### config.mk
export PLATFORM = sky130hd
export DESIGN_NAME = mem_arbiter
export DESIGN_NICKNAME = d
export VERILOG_FILES = /design/src/rtl/mem_arbiter.sv
export SDC_FILE = /design/constraint.sdc
export NUM_CORES = 1
export LEC_CHECK = 0
export CORE_AREA = 2 2 273 275
export DETAILED_ROUTE_END_ITERATION = 10
export DIE_AREA = 0 0 275 277
export PLACE_DENSITY_LB_ADDON = 0.25
export SYNTH_ARGS = -nofsm -noshare
export SYNTH_HDL_FRONTEND = slang
export SYNTH_SLANG_ARGS = --single-unit
### constraint.sdc
create_clock -name clk -period 5.05 [get_ports clk]
set_clock_uncertainty 0.15 [all_clocks]
set_input_delay 0.505 -clock clk [delete_from_list [all_inputs] [get_ports clk]]
set_output_delay 0.505 -clock clk [all_outputs]
set_load 0.02 [all_outputs]
### src/rtl/mem_arbiter.sv
// -----------------------------------------------------------------------------
// mem_arbiter
//   Shares the single physical-memory port between the I-cache (fetch) and the
//   D-cache (MEM stage). One line transfer is in flight at a time; the winning
//   request's command, address and write line are latched so pmem sees stable
//   values for the whole transfer, and pmem_resp/pmem_rdata are routed back to
//   the granted cache only.
//
// Configuration macro:
//   ARB_ROUND_ROBIN_EN  defined   -> a tie in IDLE goes to the side that did not
//                                    win last (first tie after reset goes to D)
//                       undefined -> fixed priority, D-cache always wins a tie
//
// Ports:
//   clk, rst                      clock, asynchronous active-high reset
//   i_read, i_address             I-cache line read request / line address
//   i_rdata, i_resp               line returned to I-cache / completion pulse
//   d_read, d_write, d_address    D-cache read / writeback request, address
//   d_wdata                       D-cache writeback line
//   d_rdata, d_resp               line returned to D-cache / completion pulse
//   pmem_read, pmem_write         latched physical-memory command
//   pmem_address, pmem_wdata      latched physical-memory address / write line
//   pmem_rdata, pmem_resp         physical-memory read line / done pulse
// -----------------------------------------------------------------------------
module mem_arbiter #(
    parameter int ADDR_W = 16,
    parameter int LINE_W = 128
) (
    input  logic              clk,
    input  logic              rst,
    input  logic              i_read,
    input  logic [ADDR_W-1:0] i_address,
    output logic [LINE_W-1:0] i_rdata,
    output logic              i_resp,
    input  logic              d_read,
    input  logic              d_write,
    input  logic [ADDR_W-1:0] d_address,
    input  logic [LINE_W-1:0] d_wdata,
    output logic [LINE_W-1:0] d_rdata,
    output logic              d_resp,
    output logic              pmem_read,
    output logic              pmem_write,
    output logic [ADDR_W-1:0] pmem_address,
    output logic [LINE_W-1:0] pmem_wdata,
    input  logic [LINE_W-1:0] pmem_rdata,
    input  logic              pmem_resp
);

    typedef enum logic [1:0] {
        IDLE    = 2'd0,
        SERVE_I = 2'd1,
        SERVE_D = 2'd2
    } state_t;

    localparam logic GRANT_I = 1'b0;
    localparam logic GRANT_D = 1'b1;

    state_t              state_r,        state_s;
    logic                last_grant_r,   last_grant_s;
    logic                pmem_read_r,    pmem_read_s;
    logic                pmem_write_r,   pmem_write_s;
    logic [ADDR_W-1:0]   pmem_address_r, pmem_address_s;
    logic [LINE_W-1:0]   pmem_wdata_r,   pmem_wdata_s;
    logic                d_req_s;
    logic                grant_d_s;

    // Winner selection for a request presented in IDLE
    always_comb begin
        d_req_s = d_read | d_write;
`ifdef ARB_ROUND_ROBIN_EN
        if (d_req_s && i_read) begin
            // last_grant resets to I, so the first tie after reset goes to D
            grant_d_s = (last_grant_r == GRANT_I);
        end else begin
            grant_d_s = d_req_s;
        end
`else
        grant_d_s = d_req_s;
`endif
    end

    // Next-state and latched pmem command computation
    always_comb begin
        state_s        = state_r;
        last_grant_s   = last_grant_r;
        pmem_read_s    = pmem_read_r;
        pmem_write_s   = pmem_write_r;
        pmem_address_s = pmem_address_r;
        pmem_wdata_s   = pmem_wdata_r;
        case (state_r)
            IDLE: begin
                if (grant_d_s) begin
                    // A simultaneous read and write is a protocol error; write wins
                    state_s        = SERVE_D;
                    pmem_write_s   = d_write;
                    pmem_read_s    = ~d_write;
                    pmem_address_s = d_address;
                    pmem_wdata_s   = d_wdata;
                end else if (i_read) begin
                    state_s        = SERVE_I;
                    pmem_write_s   = 1'b0;
                    pmem_read_s    = 1'b1;
                    pmem_address_s = i_address;
                    pmem_wdata_s   = {LINE_W{1'b0}};
                end else begin
                    pmem_read_s    = 1'b0;
                    pmem_write_s   = 1'b0;
                end
            end
            SERVE_I: begin
                if (pmem_resp) begin
                    state_s      = IDLE;
                    pmem_read_s  = 1'b0;
                    pmem_write_s = 1'b0;
                    last_grant_s = GRANT_I;
                end else begin
                    state_s      = SERVE_I;
                end
            end
            SERVE_D: begin
                if (pmem_resp) begin
                    state_s      = IDLE;
                    pmem_read_s  = 1'b0;
                    pmem_write_s = 1'b0;
                    last_grant_s = GRANT_D;
                end else begin
                    state_s      = SERVE_D;
                end
            end
            default: begin
                state_s      = IDLE;
                pmem_read_s  = 1'b0;
                pmem_write_s = 1'b0;
            end
        endcase
    end

    // State and latched pmem command registers; reset drops any transfer
    always_ff @(posedge clk or posedge rst) begin
        if (rst) begin
            state_r        <= IDLE;
            last_grant_r   <= GRANT_I;
            pmem_read_r    <= 1'b0;
            pmem_write_r   <= 1'b0;
            pmem_address_r <= {ADDR_W{1'b0}};
            pmem_wdata_r   <= {LINE_W{1'b0}};
        end else begin
            state_r        <= state_s;
            last_grant_r   <= last_grant_s;
            pmem_read_r    <= pmem_read_s;
            pmem_write_r   <= pmem_write_s;
            pmem_address_r <= pmem_address_s;
            pmem_wdata_r   <= pmem_wdata_s;
        end
    end

    // Route the memory response to the granted cache only; zero otherwise
    always_comb begin
        i_resp  = 1'b0;
        d_resp  = 1'b0;
        i_rdata = {LINE_W{1'b0}};
        d_rdata = {LINE_W{1'b0}};
        if (pmem_resp && (state_r == SERVE_I)) begin
            i_resp  = 1'b1;
            i_rdata = pmem_rdata;
        end else if (pmem_resp && (state_r == SERVE_D)) begin
            d_resp  = 1'b1;
            d_rdata = pmem_rdata;
        end else begin
            i_resp  = 1'b0;
            d_resp  = 1'b0;
        end
    end

    assign pmem_read    = pmem_read_r;
    assign pmem_write   = pmem_write_r;
    assign pmem_address = pmem_address_r;
    assign pmem_wdata   = pmem_wdata_r;

endmodule

==> summary by stage, run 1 <==
Run status
The run finished with clean final reports.

Timing
The tightest hold path in the finished design has a slack of 331 ps. The number of setup violations in the final report is 0. Derived from the worst setup path, the maximum achievable clock frequency is 0.287 GHz.

The worst-case setup margin in the final layout is 1570 ps. The number of hold-slack violations in the final timing report is 0. In this run the tightest slew margin relative to its limit is 0.303. The final number of max-transition violations is 0. For the final routed database, the setup TNS stands at 0 ps.

At the pin with the least slew margin, the transition time is 1050 ps. Dividing the final minimum period by the clock period gives 0.689. Setup repair after global routing left no endpoint under its margin.

For the finished layout, the period the worst path requires is 3480 ps.

CTS
The clock drives 148 sinks. The tree is rooted in a clkbuf_16. The CTS H-tree depth is 4. The source-to-sink clock delay at the later pin of the worst-skew pair is 440 ps. The post-cts resize count is 0.

TritonCTS built the clock tree. The quantity of hold-fixing buffers added after cts is 0. After clock tree synthesis, the setup repair step added 0 buffers.

Clock-pin slew was measured on the worst setup and hold paths at 60 ps. The clock passes through at most 2 buffers. Buffers inserted during clock tree synthesis total 17.

Power
The total power per unit cell area is 487 nW/um2. The peak ir drop on the vdd network is 0.000262 V. The clock share of power is 0.177. The share of power burned in registers is 0.265. The internal power contribution is 4.65 mW.

The part of the total power dissipated in combinational logic is 0.558. The leakage component of the power is 6.66 nW. In this run the power spent charging and discharging nets is 3.11 mW. Of the total power, the share spent switching nets is 0.401.

Global route
The first-pass GRT wire length is 61,200 um. The initial antenna violation count is 14. The met2 layer usage reported by global route is 0.191. Summed over all layers, the global routing overflow is 0.

In the global route stage, met1 resource usage came out at 0.132. The global-route usage over all layers is 0.111. The via count of the first global-routing pass was 8,077. The met3 capacity usage during global routing is 0.0310. The layer with the highest usage after global routing is met2. Entering global routing, the biggest net connects 132 pins.

Setup path
In this run the worst path has a maximum fanout of 131. Among the stages of the critical path, the cell type that occurs most often is buf_12. Counting both buffers and inverters, the worst setup path holds a total of 4. The number of cells on the worst reg-to-reg path is 5. The critical path is of the reg -> out type.

The endpoint identified for the worst register-to-register timing path is pmem_wdata[64]. Data on the critical path is required at its endpoint by 4390 ps. Traced cell by cell, the critical path runs through inv_1, ha_2, buf_12, nor2_4, buf_12, and2_1, clkdlybuf4s50_1. The worst stage delay on the critical path is 730 ps. The kind of start point of the critical path is a register. The family with the most delay on the worst path is buffers and inverters. The startpoint of the most critical register-to-register path is state_r[0]. The register-to-register setup slack is 2550 ps. STA puts the critical path data arrival time at 2820 ps. The endpoint kind of the worst setup timing path is a primary output. The slowest cell on the critical path is clkdlybuf4s50_1.

Placement
After legalization and detailed placement, the total HPWL measured 35,100 um. The setup slack at placement is 1930 ps. The number of buffers inserted by port buffering is 697.

The congestion estimate from routability-driven global placement came to 0.856.

Finish
The filler cell count in the final layout is 8,002. After the last flow step, the layout net total stands at 1,634. The area growth from synthesis to final layout is 120%. Of the cells placed in the final design, the portion with a size suffix greater than 1 is 0.0371. The flip-flop and latch area is 3700 um2. The library cell used most frequently in the layout, excluding fill and tap cells, is clkdlybuf4s50_1. The library cells used most frequently in the layout, excluding fill and tap cells, are clkdlybuf4s50_1, dfrtp_1, and2_1. The multi-input gate area in the final layout is 3230 um2.

Hold path
The cell count of the worst hold path is 2. The source of the worst hold timing path is pmem_address[6]. The path category of the worst min-delay check is reg -> reg. For hold timing, the worst endpoint is pmem_address[6].

Detailed routing
The first detailed-routing pass ran for 4 iterations. The number of DRC markers after the initial detailed-route iteration is 312. The remaining antenna violation count after routing is 0. In the routed design, unresolved DRC markers number 0. The via density per instance is 3.40. The routed wirelength normalized by instance count is 19.2 um. Summing over every cut layer, the via total after detailed routing is 7,902. Summed over all layers, the routed wires come to 44,500 um.

Floorplan
The floorplan step defined a die boundary enclosing 76,200 um2. 698 I/O pins were placed. The placeable core area is 73,600 um2.

The die is 277 um tall. In this run the horizontal extent of the chip is 275 um. The floorplan has 100 rows. For this configuration, the core starts out at a cell density of 0.0986.

Synth
The netlist uses 21 different library cells. Counting flops and latches in the post-synthesis netlist gives 148. The post-synthesis cell area is 7250 um2. In the post-synthesis netlist, the biggest area contributors are dfrtp_1, a22o_1, and2_1. The cell count after synthesis is 684. The share of the Yosys chip area taken by registers is 0.511. The library cell occupying the most area in the post-synthesis netlist is dfrtp_1. The average footprint of a synthesized cell is 10.6 um2.

The total number of yosys warnings is 0. Synthesis produced a netlist with a net count of 982. The fraction of post-synthesis cell area in the top cell type by area is 0.511.

Flow run
The tool flagged a number of max-cap violations equal to 0.
## registers in the layout, summed over array words and instances, names as in the netlist
register	count
pmem_write	1
pmem_address	16
pmem_read	1
state_r	2
pmem_wdata	128
## logic make-up after synthesis
| logic type | count (synthesis) | share of synthesized area |
|---|---|---|
| adder cells (fa/ha/maj) | 4 | 0.00690 |
| flip-flops | 148 | 0.511 |
| multiplexers | 17 | 0.0235 |
| buffers and inverters | 78 | 0.0459 |
| AND/OR/NAND/NOR | 287 | 0.240 |
| AO/OA/AOI/OAI | 150 | 0.173 |
## worst reg2reg max path: stages (launching register included)
cell and delay (ps):
dfrtp_1 410, inv_1 110, ha_1 310, nor2b_4 880
buf_4 410, a22o_1 170
## cell usage after synthesis
library cell  number
buf_2             26
or4b_2             1
nand2b_1           1
dfrtp_1          148
nor2b_1            2
ha_1               4
clkbuf_1          47
o21ai_0           16
inv_1              3
mux2i_1           17
nor2_4             1
o31ai_4            1
o21ai_1            3
buf_4              2
a22o_1           128
o31ai_1            1
and2_1           129
a32o_1             1
nand2_1           23
and3_1           128
nor2_1             2
## how the worst max path moves through the flow
stage               startpoint               to  slack [ps]  cells after the start
finish              state_r[1]      d_rdata[54]        1570                      7
global route        state_r[1]      d_rdata[76]        1380                      7
CTS                 state_r[1]      d_rdata[76]        1440                      7
detailed placement     d_write   pmem_wdata[64]        1930                      5
global placement       d_write   pmem_wdata[64]        1910                      5
floorplan                  rst  pmem_address[0]         420                      1
## per-stage QoR
step	area (um2)	power, mW	util	cells
6_report	15900	7.76	0.217	2322
5_1_grt	15900	8.20	0.217	2321
4_1_cts	15900	7.92	0.216	2317
3_5_place_dp	15300	6.48	0.208	2286
3_3_place_gp	15300	6.48	0.208	2286
2_1_floorplan	7250	4.16	-	684
## area by class of cell
type                    count  area share
clock buffers              20      0.0293
repair buffers            708       0.448
diodes                      5    0.000785
flip-flops and latches    148       0.232
well taps                 969      0.0761
clock inverters            11     0.00927
inverters                   3     0.00102
multi-input cells         458       0.203
## power groups by stage
stage	Clock (mW)	Combinational, mW	Sequential (mW)
2_1_floorplan	0	1.43	2.73
3_3_place_gp	0	4.41	2.07
3_5_place_dp	0	4.42	2.06
4_1_cts	1.44	4.42	2.07
5_1_grt	1.49	4.58	2.14
6_report	1.37	4.33	2.06
## layer usage
layer | share of wire | wire [um] | up-vias
li1 | - | - | 3745
met1 | 0.40 | 17900 | 3784
met2 | 0.51 | 22600 | 318
met3 | 0.071 | 3150 | 45
met4 | 0.018 | 824 | 10
met5 | 0.0015 | 66 | -
Note: power is estimated with default switching activity, not from simulation.
==> run 2: changes to the inputs <==
--- a/config.mk
+++ b/config.mk
@@ -5,9 +5,9 @@
 export SDC_FILE = /design/constraint.sdc
 export NUM_CORES = 1
 export LEC_CHECK = 0
-export CORE_AREA = 2 2 273 275
+export CORE_AREA = 2 2 270 272
 export DETAILED_ROUTE_END_ITERATION = 10
-export DIE_AREA = 0 0 275 277
+export DIE_AREA = 0 0 272 274
 export PLACE_DENSITY_LB_ADDON = 0.25
 export SYNTH_ARGS = -nofsm -noshare
 export SYNTH_HDL_FRONTEND = slang
==> constraint.sdc (replaced) <==
create_clock -name clk -period 3.15 [get_ports clk]
set_clock_uncertainty 0.15 [all_clocks]
set_input_delay 0.315 -clock clk [delete_from_list [all_inputs] [get_ports clk]]
set_output_delay 0.315 -clock clk [all_outputs]
set_load 0.02 [all_outputs]
==> summary by stage, run 2 (synthesis gave the netlist of run 1 again) <==
Timing
The number of setup violations in the final report came to 0 (unchanged). The worst path needs 3030 ps of the cycle, external delays included. The number of hold-slack violations in the final timing report came to 0 (unchanged).

The highest attainable clock frequency is 0.330 GHz. The normalized max-slew margin was 0.506 (was 0.303). Of the available clock period, the critical path in the final layout requires 0.963. The final number of max-transition violations is 0 (unchanged). The slew at the pin with the worst max-slew slack is 739 ps (was 1050 ps).

Run status
Run status: finished, final reports clean (unchanged).

Finish
The flip-flop and latch area is 3700 um2 (unchanged). The area growth from synthesis to final layout came to 123% (was 120%). The filler cell count in the final layout is 7,796 (was 8,002). The share of layout cells above drive strength 1 is 0.0539 (was 0.0371). The post-layout instance count excluding filler cells is 2,335 (was 2,322). The most frequent standard cell in the layout excluding fill and tap cells is clkdlybuf4s50_1 (unchanged).

The number of flip-flops in the largest register is 128 (unchanged). The multi-input gate area in the final layout is 3230 um2 (unchanged). The count of nets after finishing came to 1,657 (was 1,634). Most frequent cells in the layout: clkdlybuf4s50_1, dfrtp_1, and2_1 (unchanged).

Placement
The detailed placer's ending HPWL is 34,300 um (was 35,100 um). The number of buffers inserted by port buffering came to 697 (unchanged). The total placed cells including tap cells came to 2,295 (was 2,286). The global placer's final weighted congestion is 0.874 (was 0.856).

Detailed routing
The routed wirelength normalized by instance count came to 18.8 um (was 19.2 um). The top routing layer in use is met5 (unchanged). The met3 wirelength from detailed routing is 3320 um (was 3150 um).

The met2 layer wire length in the routed design is 21,800 um (was 22,600 um). The length of routed wiring on met1 is 18,000 um (was 17,900 um). The wire length after detailed routing came to 43,800 um (was 44,500 um).

The number of detailed-routing iterations run before antenna repair was 5 (was 4). The remaining antenna violation count after routing is 0 (unchanged). The residual DRC count was 0 (unchanged). The via density per instance is 3.49 (was 3.40). The number of DRC markers after the initial detailed-route iteration is 284 (was 312). The total number of vias came to 8,148 (was 7,902).

Floorplan
The die height is 274 um (was 277 um). The placeable core area was 72,000 um2 (was 73,600 um2). The die area is 74,500 um2 (was 76,200 um2).

The die width is 272 um (was 275 um). The count of pins on the block boundary is 698 (unchanged). The number of rows in the core area is 99 (was 100).

The starting density of the core is 0.101 (was 0.0986).

CTS
The quantity of hold-fixing buffers added after cts was 0 (unchanged). The CTS H-tree depth was 4 (unchanged). The CTS tree is built (unchanged).

The clock tree root driver cell is clkbuf_16 (unchanged). The source-to-sink clock delay at the later pin of the worst-skew pair is 450 ps (was 440 ps). The worst-case clock buffer depth came to 2 (unchanged). The number of buffers created by CTS is 17 (unchanged).

The clock transition at the registers of the reported paths is 70 ps (was 60 ps). The number of sinks on the clock net was 148 (unchanged).

Setup path
List of cells traversed by the critical path: inv_1, ha_2, buf_12, buf_12, and3_1, clkdlybuf4s50_1 (was inv_1, ha_2, buf_12, nor2_4, buf_12, and2_1, clkdlybuf4s50_1). The largest fanout on the critical path came to 55 (was 131). The count of buffering cells on the critical path with inverters included is 4 (unchanged).

The kind of start point of the critical path was a register (unchanged). The critical path data arrival time came to 2570 ps (was 2820 ps). The worst stage delay on the critical path is 620 ps (was 730 ps). The family with the most delay on the worst path is buffers and inverters (unchanged). The endpoint kind of the worst setup timing path is a primary output (unchanged). The path type of the worst setup path is reg -> out (unchanged). The slowest cell on the critical path was clkdlybuf4s50_1 (unchanged). The required time of the critical path is 2680 ps (was 4390 ps). The cell repeated most along the worst path is buf_12 (unchanged).

Global route
The global-route usage over all layers came to 0.109 (was 0.111). The first-pass GRT wire length was 59,500 um (was 61,200 um). The largest net degree at the start of global routing is 132 (unchanged).

The total grt overflow came to 0 (unchanged). The initial antenna violation count is 11 (was 14). The via count of the first global-routing pass was 8,157 (was 8,077).

Power
The internal power contribution is 7.47 mW (was 4.65 mW). The total power came to 12.6 mW (was 7.76 mW). The peak ir drop on the vdd network is 0.000410 V (was 0.000262 V). The total power per unit cell area is 779 nW/um2 (was 487 nW/um2). The share of power burned in registers is 0.263 (was 0.265). The clock share of power is 0.167 (was 0.177). The part of the total power dissipated in combinational logic is 0.570 (was 0.558). The switching power share of the total is 0.408 (was 0.401). The net switching component of the power was 5.14 mW (was 3.11 mW). The leakage component of the power was 7.00 nW (was 6.66 nW).

Flow run
The total of max-cap violations is 0 (unchanged).

Hold path
The path category of the worst min-delay check is in -> async (was reg -> reg).
==> run 2: final timing paths <==
path	startpoint	to	slack [ps]	cells past startpoint
worst max-delay path	state_r[1]	i_rdata[6]	120	6
worst min-delay path	rst	pmem_wdata[10]	60	2
worst max register to register	state_r[0]	pmem_wdata[15]	950	5
worst min register to register	pmem_address[4]	pmem_address[4]	330	2
max in group asynchronous	rst	pmem_wdata[81]	2130	3
min in group clk	d_wdata[16]	pmem_wdata[16]	280	2
==> run 2: area by class of cell <==
| class | count | area share |
|---|---|---|
| Antenna cell | 4 | 0.000618 |
| Clock inverter | 14 | 0.00989 |
| Clock buffer | 18 | 0.0271 |
| Timing Repair Buffer | 731 | 0.459 |
| Inverter | 3 | 0.000927 |
| Sequential cell | 148 | 0.229 |
| Multi-Input combinational cell | 458 | 0.200 |
| Tap cell | 959 | 0.0741 |
==> run 2: through the flow <==
stage / TNS [ps] / setup WS [ps] / hold slack [ps] / area (um2) / utilization
after floorplan: 0 / 824 / 298 / 7260 / -
after detailed placement: 0 / 483 / 324 / 15500 / 0.215
after global routing: -3.58 / -2.14 / 72.3 / 16200 / 0.225
final: 0 / 115 / 62.1 / 16200 / 0.225
after CTS: 0 / 1.75 / 47.1 / 16100 / 0.223
after global placement: 0 / 505 / 315 / 15500 / 0.215
==> run 2: worst register-to-register path, delay by kind of cell, from the launching register on <==
family | cells | cell delay, ps
fa+ha+maj | 1 | 320
buf+inv | 2 | 430
simple gates | 1 | 670
flops | 1 | 410
compound gates | 1 | 180
==> run 2: power groups by stage <==
| stage | combinational (mW) | clock (mW) | sequential (mW) |
|---|---|---|---|
| after CTS | 7.18 | 2.20 | 3.33 |
| after global routing | 7.61 | 2.28 | 3.45 |
| after global placement | 7.16 | 0 | 3.33 |
| after detailed placement | 7.18 | 0 | 3.33 |
| after floorplan | 2.30 | 0 | 4.37 |
| final | 7.18 | 2.11 | 3.32 |
==> run 2: per-layer routing <==
| metal | track usage | up-vias |
|---|---|---|
| met5 | 0 | - |
| met4 | 0.0335 | 6 |
| met3 | 0.0377 | 43 |
| met2 | 0.182 | 334 |
| met1 | 0.130 | 3958 |
| li1 | - | 3807 |
==> run 2: repair_timing <==
action | in CTS | in global routing
pin swaps | 0 | 1
gates resized for setup | 12 | 17
endpoints found under the hold margin | 0 | 0
setup endpoints to repair | 14 | 140
setup buffers | 0 | 1
cloned | 0 | 3
==> run 3: changes to the inputs <==
--- a/config.mk
+++ b/config.mk
@@ -8,6 +8,7 @@
 export CORE_AREA = 2 2 270 272
 export DETAILED_ROUTE_END_ITERATION = 10
 export DIE_AREA = 0 0 272 274
+export MAX_ROUTING_LAYER = met4
 export PLACE_DENSITY_LB_ADDON = 0.25
 export SYNTH_ARGS = -nofsm -noshare
 export SYNTH_HDL_FRONTEND = slang
==> summary by stage, run 3 (synthesis gave the netlist of run 1 again) <==
CTS
The source-to-sink clock delay at the later pin of the worst-skew pair is 450 ps (about the same). The number of sinks on the clock net is 148 (unchanged). The CTS tree is built (unchanged). The number of buffers created by CTS came to 17 (unchanged). The clock tree root driver cell is clkbuf_16 (unchanged). The worst-case clock buffer depth was 2 (unchanged). The quantity of hold-fixing buffers added after cts is 0 (unchanged). The clock transition at the registers of the reported paths was 60 ps (was 70 ps). The CTS H-tree depth is 4 (unchanged).

Setup path
The critical path data arrival time was 2580 ps (was 2570 ps). The register-to-register setup slack is 980 ps (was 950 ps). The largest fanout on the critical path is 36 (was 55). The startpoint of the most critical register-to-register path is state_r[1] (was state_r[0]). The path type of the worst setup path is reg -> out (unchanged).

The kind of start point of the critical path is a register (unchanged). The count of cells along the worst register-to-register path is 5 (unchanged). The destination of the worst register-to-register timing path is pmem_wdata[28] (was pmem_wdata[15]). The endpoint kind of the worst setup timing path is a primary output (unchanged). The required time of the critical path is 2680 ps (about the same).

Global route
The initial antenna violation count is 12 (was 11). The first-pass GRT wire length came to 59,900 um (was 59,500 um). The global-route usage over all layers is 0.112 (was 0.109). The via count of the first global-routing pass came to 8,270 (was 8,157). The largest net degree at the start of global routing came to 132 (unchanged). The total grt overflow was 0 (unchanged).

Run status
Run status: finished, final reports clean (unchanged).

Finish
Most frequent cells in the layout: clkdlybuf4s50_1, dfrtp_1, and2_1 (unchanged). The area growth from synthesis to final layout is 125% (was 123%). The most frequent standard cell in the layout excluding fill and tap cells is clkdlybuf4s50_1 (unchanged). The number of flip-flops in the largest register is 128 (unchanged).

The count of nets after finishing came to 1,657 (unchanged). The share of layout cells above drive strength 1 is 0.0525 (was 0.0539). The filler cell count in the final layout is 7,731 (was 7,796).

Timing
The number of setup violations in the final report is 0 (unchanged). The number of hold-slack violations in the final timing report is 0 (unchanged). The share of the cycle needed by the critical path after routing came to 0.968 (was 0.963).

The minimum period implied by the final worst setup slack was 3050 ps (was 3030 ps). The final number of max-transition violations is 0 (unchanged). The final hold slack is 135 ps (was 62.1 ps). The total negative slack is 0 ps (unchanged). The normalized max-slew margin is 0.519 (was 0.506).

The highest attainable clock frequency is 0.328 GHz (was 0.330 GHz). Setup repair after global routing left no endpoint under its margin. The slew at the pin with the worst max-slew slack is 719 ps (was 739 ps).

Hold path
The path category of the worst min-delay check is in -> async (unchanged).

Placement
The number of buffers inserted by port buffering was 697 (unchanged). The global placer's final weighted congestion is 0.881 (was 0.874). The detailed placer's ending HPWL was 34,000 um (was 34,300 um).

Floorplan
The starting density of the core came to 0.101 (unchanged). The die height is 274 um (unchanged). The die area is 74,500 um2 (unchanged). The die width is 272 um (unchanged).

The placeable core area is 72,000 um2 (unchanged). The count of pins on the block boundary is 698 (unchanged). The number of rows in the core area was 99 (unchanged).

Detailed routing
The remaining antenna violation count after routing is 0 (unchanged). The total number of vias came to 8,075 (was 8,148). The wire length after detailed routing is 44,000 um (was 43,800 um). The number of DRC markers after the initial detailed-route iteration is 393 (was 284). The via density per instance is 3.44 (was 3.49). The residual DRC count was 0 (unchanged).

The routed wirelength normalized by instance count is 18.8 um (about the same). The number of detailed-routing iterations run before antenna repair is 5 (unchanged).

Power
The total power per unit cell area is 785 nW/um2 (was 779 nW/um2). The peak ir drop on the vdd network is 0.000402 V (was 0.000410 V). The leakage component of the power is 7.06 nW (was 7.00 nW).

Flow run
The total of max-cap violations is 0 (unchanged).
## run 3: changes by cell type in the layout (fill, tap and decap cells not counted), moves of 3 or more
cell	before	now
bufinv_16	1	5
diode_2	4	14
clkinv_2	0	3
inv_8	4	0
## run 3: timing repair
| item | CTS | global route |
|---|---|---|
| gates cloned | 0 | 4 |
| buffers inserted | 0 | 1 |
| resized for setup | 11 | 18 |
| endpoints found under the setup margin | 42 | 130 |
## run 3: layer usage
| layer | GRT usage | vias up | part of all wire |
|---|---|---|---|
| li1 | - | 3819 | - |
| met1 | 0.130 | 3885 | 0.42 |
| met2 | 0.186 | 331 | 0.50 |
| met3 | 0.0329 | 40 | 0.062 |
| met4 | 0.0377 | 0 | 0.018 |
| met5 | - | - | 0 |
## run 3: power breakdown
group          total, mW  internal [mW]  switching [mW]
Combinational       7.17           3.52            3.66
Clock               2.29           1.42           0.863
Sequential          3.32           2.80           0.516
## run 3: worst max-delay path, cell delays in order (launching register included)
cell	delay, ps
dfrtp_1	410
inv_1	100
ha_2	290
buf_12	230
buf_12	210
and3_1	170
clkdlybuf4s50_1	660
## run 3: how the worst max path moves through the flow
stage                    start         endpoint  slack [ps]
floorplan                  rst  pmem_address[0]         820
global placement    state_r[0]      d_rdata[60]         470
detailed placement  state_r[1]      i_rdata[41]         460
CTS                 state_r[1]      i_rdata[76]         0.6
global route        state_r[1]     i_rdata[123]         0.7
finish              state_r[1]     i_rdata[123]         100
## run 3: cell type report
cell class / instances / area [um2] / share of cell area
antenna: 14 / 35.0 / 0.00215
clock buffer: 19 / 443 / 0.0272
clock inverter: 12 / 200 / 0.0123
inverter: 3 / 15.0 / 0.000922
multi-input combinational: 458 / 3230 / 0.199
sequential: 148 / 3700 / 0.227
tap: 959 / 1200 / 0.0737
timing repair buffer: 731 / 7460 / 0.458
## run 3: metrics by stage
stage | std cells | total power [mW] | utilization | worst slack [ps] | area [um2]
2_1_floorplan | 684 | 6.67 | - | 824 | 7260
3_3_place_gp | 2294 | 10.5 | 0.215 | 475 | 15500
3_5_place_dp | 2294 | 10.5 | 0.215 | 460 | 15500
4_1_cts | 2325 | 12.8 | 0.224 | 0.637 | 16100
5_1_grt | 2339 | 13.5 | 0.226 | 0.708 | 16300
6_report | 2344 | 12.8 | 0.226 | 102 | 16300
